File: config.mk
export PLATFORM = sky130hd
export DESIGN_NAME = input_debouncer
export DESIGN_NICKNAME = d
export VERILOG_FILES = /design/src/rtl/input_debouncer_pkg.sv /design/src/rtl/input_debouncer_sync_chain.sv /design/src/rtl/input_debouncer.sv
export SDC_FILE = /design/constraint.sdc
export NUM_CORES = 1
export LEC_CHECK = 0
export BUFFER_PORTS_ARGS = -buffer_cell sky130_fd_sc_hd__buf_2
export CAP_MARGIN = 40
export CORE_AREA = 10 10 47 49
export CTS_CLUSTER_DIAMETER = 100
export DETAILED_ROUTE_END_ITERATION = 7
export DIE_AREA = 0 0 57 59
export PLACE_DENSITY = 0.37
export REMOVE_ABC_BUFFERS = 1
export SETUP_SLACK_MARGIN = 0.05
export SLEW_MARGIN = 10
export SYNTH_ARGS = -nofsm -noshare
export SYNTH_HDL_FRONTEND = slang
export SYNTH_HIERARCHICAL = 1
export SYNTH_SLANG_ARGS = --single-unit
File: constraint.sdc
create_clock -name clk -period 2.6 [get_ports clk]
set_clock_uncertainty 0.1 [all_clocks]
set_input_delay 0.26 -clock clk [delete_from_list [all_inputs] [get_ports clk]]
set_output_delay 0.26 -clock clk [all_outputs]
set_load 0.005 [all_outputs]
File: src/rtl/input_debouncer_pkg.sv
// rtl/input_debouncer_pkg.sv - shared state encoding and default parameters for input_debouncer
package input_debouncer_pkg;

    typedef enum logic [1:0] {
        STABLE_LOW  = 2'd0,
        CHECK_HIGH  = 2'd1,
        STABLE_HIGH = 2'd2,
        CHECK_LOW   = 2'd3
    } DebounceState;

    localparam int DEFAULT_SYNC_STAGES   = 2;
    localparam int DEFAULT_STABLE_CYCLES = 4;

endpackage

File: src/rtl/input_debouncer_sync_chain.sv
// rtl/input_debouncer_sync_chain.sv - module sync_chain, depth-N flop chain for asynchronous inputs
module sync_chain #(
    parameter int DEPTH = 2
) (
    input  logic clk,
    input  logic rst,
    input  logic d_i,
    output logic q_o
);

    logic [DEPTH-1:0] sync_q;

    always_ff @(posedge clk) begin
        if (rst) begin
            sync_q <= '0;
        end else begin
            sync_q <= {sync_q[DEPTH-2:0], d_i};
        end
    end

    assign q_o = sync_q[DEPTH-1];

endmodule

File: src/rtl/input_debouncer.sv
// rtl/input_debouncer.sv - synchronise and debounce rawIn; rise/fall pulses only when DEBOUNCE_EDGE_EN is defined
module input_debouncer
    import input_debouncer_pkg::*;
#(
    parameter int SYNC_STAGES   = DEFAULT_SYNC_STAGES,
    parameter int STABLE_CYCLES = DEFAULT_STABLE_CYCLES
) (
    input  logic clk,
    input  logic rst,
    input  logic rawIn,
    output logic cleanOut,
    output logic rise,
    output logic fall
);

    localparam int CNT_W = $clog2(STABLE_CYCLES + 1);
    localparam logic [CNT_W-1:0] CNT_LAST = CNT_W'(STABLE_CYCLES - 1);
    localparam logic [CNT_W-1:0] CNT_ONE  = CNT_W'(1);

    logic             s;
    DebounceState     state_q, state_d;
    logic [CNT_W-1:0] cnt_q, cnt_d;
    logic             clean_q, clean_d;

    sync_chain #(.DEPTH(SYNC_STAGES)) u_sync (
        .clk (clk),
        .rst (rst),
        .d_i (rawIn),
        .q_o (s)
    );

    always_comb begin
        state_d = state_q;
        cnt_d   = cnt_q;
        case (state_q)
            STABLE_LOW: begin
                if (s) begin
                    if (STABLE_CYCLES == 1) begin
                        state_d = STABLE_HIGH;
                    end else begin
                        state_d = CHECK_HIGH;
                        cnt_d   = CNT_ONE;
                    end
                end
            end
            CHECK_HIGH: begin
                if (!s) begin
                    state_d = STABLE_LOW;
                    cnt_d   = '0;
                end else if (cnt_q == CNT_LAST) begin
                    state_d = STABLE_HIGH;
                    cnt_d   = '0;
                end else begin
                    cnt_d = cnt_q + CNT_ONE;
                end
            end
            STABLE_HIGH: begin
                if (!s) begin
                    if (STABLE_CYCLES == 1) begin
                        state_d = STABLE_LOW;
                    end else begin
                        state_d = CHECK_LOW;
                        cnt_d   = CNT_ONE;
                    end
                end
            end
            CHECK_LOW: begin
                if (s) begin
                    state_d = STABLE_HIGH;
                    cnt_d   = '0;
                end else if (cnt_q == CNT_LAST) begin
                    state_d = STABLE_LOW;
                    cnt_d   = '0;
                end else begin
                    cnt_d = cnt_q + CNT_ONE;
                end
            end
            default: begin
                state_d = STABLE_LOW;
                cnt_d   = '0;
            end
        endcase
    end

    // Output registered from next state so cleanOut changes on the deciding edge
    assign clean_d = (state_d == STABLE_HIGH) || (state_d == CHECK_LOW);

    always_ff @(posedge clk) begin
        if (rst) begin
            state_q <= STABLE_LOW;
            cnt_q   <= '0;
            clean_q <= 1'b0;
        end else begin
            state_q <= state_d;
            cnt_q   <= cnt_d;
            clean_q <= clean_d;
        end
    end

    assign cleanOut = clean_q;

`ifdef DEBOUNCE_EDGE_EN
    logic rise_q, fall_q;

    always_ff @(posedge clk) begin
        if (rst) begin
            rise_q <= 1'b0;
            fall_q <= 1'b0;
        end else begin
            rise_q <= clean_d & ~clean_q;
            fall_q <= ~clean_d & clean_q;
        end
    end

    assign rise = rise_q;
    assign fall = fall_q;
`else
    assign rise = 1'b0;
    assign fall = 1'b0;
`endif

endmodule

==> results.md <==
- Worst hold slack: 0.118 ns
- Cells after synthesis: 28
- N_diodes: 0
- Worst-case vdd ir drop: 0.241 mV
- Worst path arrival time: 1.26 ns
- Core footprint: 1400 um^2
- DR pass1 iterations: 2
- Port buffer count: 3
- RSZ-0062 raised after global routing: no
- Die Y: 59 um
- Cells after DPL: 46
- Final worst setup slack: 1.44 ns
- Met3 Wirelength: 37 um
- Global route overflow: 0
- Register Area: 140 um^2
- P per Cell Area: 603 nW/um^2
- Routed Antenna Nets: 0
- Hold_buf cts: 0
- Final period util: 0.447
- Syn-to-layout area delta: 15.8%
- Synth cell types: 18
- Initial Util: 0.226
- Cells along the critical path: ha_1 > nor4bb_1 > mux2_4
- Row count: 14
- DR vias/cell: 4.18
- Area fraction of the dominant cell type after synthesis: 0.443
- Avg Inst Size Synth: 11.3 um^2
- Critical Path Max Stage Delay: 0.32 ns
- Drt drc: 0
- Leak: 0.155 nW
- Largest net degree at the start of global routing: 11
- First-pass GRT wire length: 903 um
- Antenna violations before repair: 0
- CTS buffer count: 3
- Ports: 6
- Non-filler cells, final: 50
- Post-CTS Resized: 0
- Crit-path max FO: 3
- Gr usage total: 0.0355
- Maxcap violations: 0
- Critical Setup Path Class: reg -> reg
- Gp weighted congestion: 0.721
- Most frequent cells in the layout: dfxtp_1 (7), clkbuf_4 (3), buf_2 (3)
- Multi-input gate area: 161 um^2
- Routed wl met2: 228 um
- Share of cells above drive strength 1: 0.235
- DPL Wire Length: 382 um
- WL met1: 250 um
- Final setup fails: 0
- Fmax: 860 MHz
- Ys Warns: 6
- Initial DRC Count: 1
- CP bufs+invs: 0
- Number of global-route vias before repair: 225
- Slowest-stage cell, CP: dfxtp_1
- Post-DR wirelength/cell: 10.7 um
- Nets: 39
- Outcome: finished clean
- Commonest non-fill, non-tap cell in the layout: dfxtp_1
- Clock Root Buffer: clkbuf_4
- HP Class: in -> reg
- Filler cells: 162
- Fin. max-slew vios: 0
- Register bit total from synthesis: 7
- H-tree levels: 1
- Leading area contributor after synthesis: dfxtp_1
- Setup crit end kind: register
- Crit path required time: 2.70 ns
- Routed vias: 209
- Final wirelength: 533 um
- Clock-pin transition on the worst setup and hold timing paths: 0.05 ns
- Clock sinks: 7
- Synth top area cells: dfxtp_1 (44%), mux2i_1 (6.3%), xnor2_2 (5.1%)
- Tmin final: 1.16 ns
- CP top delay family: flip-flops
- CTS tree: yes
- Die Area: 3360 um^2
- Highest routed layer: met4
- Post-CTS Setup Bufs: 0
- Synth Cell Area: 317 um^2
- Sequential-to-total area share from yosys stat: 0.443
- Critical Path Source Type: register
- Setup Slack @ Placement: 1.45 ns
- Clk Latency, worst-skew pair: 0.25 ns
- Die width: 57 um
- Setup TNS: 0 ns
- Clock Path Buffers: 2
- Hold Vio Cnt, Final: 0
[synthesized netlist by cell type]
cell,number
and3b_1,1
mux2_4,1
dfxtp_1,7
ha_1,1
a21o_1,1
or2b_1,2
xnor2_2,1
nor3_1,1
nor2b_1,2
conb_1,1
a211oi_1,1
or3b_1,1
inv_1,1
nor3b_1,1
nor4bb_1,1
nand3b_1,1
buf_4,2
mux2i_1,2
[worst reg2reg max path: stages, from the launching register on]
cell and delay [ns]:
dfxtp_1 0.32, ha_1 0.20, nor4bb_1 0.30, mux2_4 0.19
[per-layer routing]
| layer | global-route usage | vias to the layer above |
|---|---|---|
| li1 | - | 104 |
| met4 | 0.0503 | 0 |
| met3 | 0.0172 | 2 |
| met2 | 0.0496 | 8 |
| met1 | 0.0321 | 95 |
| met5 | 0 | - |
[per-stage QoR]
| step | power [W] | util | instance area [um^2] |
|---|---|---|---|
| after CTS | 0.000227 | 0.262 | 367 |
| after global routing | 0.000235 | 0.262 | 367 |
| after global placement | 0.000124 | 0.243 | 340 |
| after floorplan | 0.000120 | - | 305 |
| final | 0.000221 | 0.262 | 367 |
| after detailed placement | 0.000124 | 0.243 | 340 |
[cell families after synthesis]
| group | after synthesis | synth area share |
|---|---|---|
| other | 1 | 0.0118 |
| xor gates and xnor gates | 1 | 0.0514 |
| DFF | 7 | 0.443 |
| adders and majority gates | 1 | 0.0395 |
| AOI/OAI and AO/OA | 2 | 0.0474 |
| muxes | 3 | 0.111 |
| buffers and inverters | 3 | 0.0593 |
| and+or+nand+nor | 10 | 0.237 |
[flip-flops by register name, indices dropped and copies added, names as in the netlist]
signal and flops:
u_sync/sync_q 2, cnt_q 3, state_q 2
[path summary, 6_finish.rpt]
check              startpoint               end  slack (ns)  cells after the start
min reg2reg  u_sync/sync_q[0]  u_sync/sync_q[1]        0.36                      1
min                     rawIn  u_sync/sync_q[0]        0.12                      2
max reg2reg          cnt_q[0]          cnt_q[2]        1.44                      3
max                  cnt_q[0]          cnt_q[2]        1.44                      3
[power breakdown]
| part | switching [W] | total (W) | internal, W |
|---|---|---|---|
| Clock | 0.0000405 | 0.0000991 | 0.0000586 |
| Combinational | 0.00000508 | 0.00000992 | 0.00000485 |
| Sequential | 0.00000204 | 0.000112 | 0.000110 |
[cell type report]
cell class | count | share of cell area
clock buffer | 4 | 0.0717
inverter | 1 | 0.0102
multi-input combinational | 19 | 0.440
sequential | 7 | 0.382
tap | 16 | 0.0546
timing repair buffer | 3 | 0.0410
(Power assumes the default switching activity.)
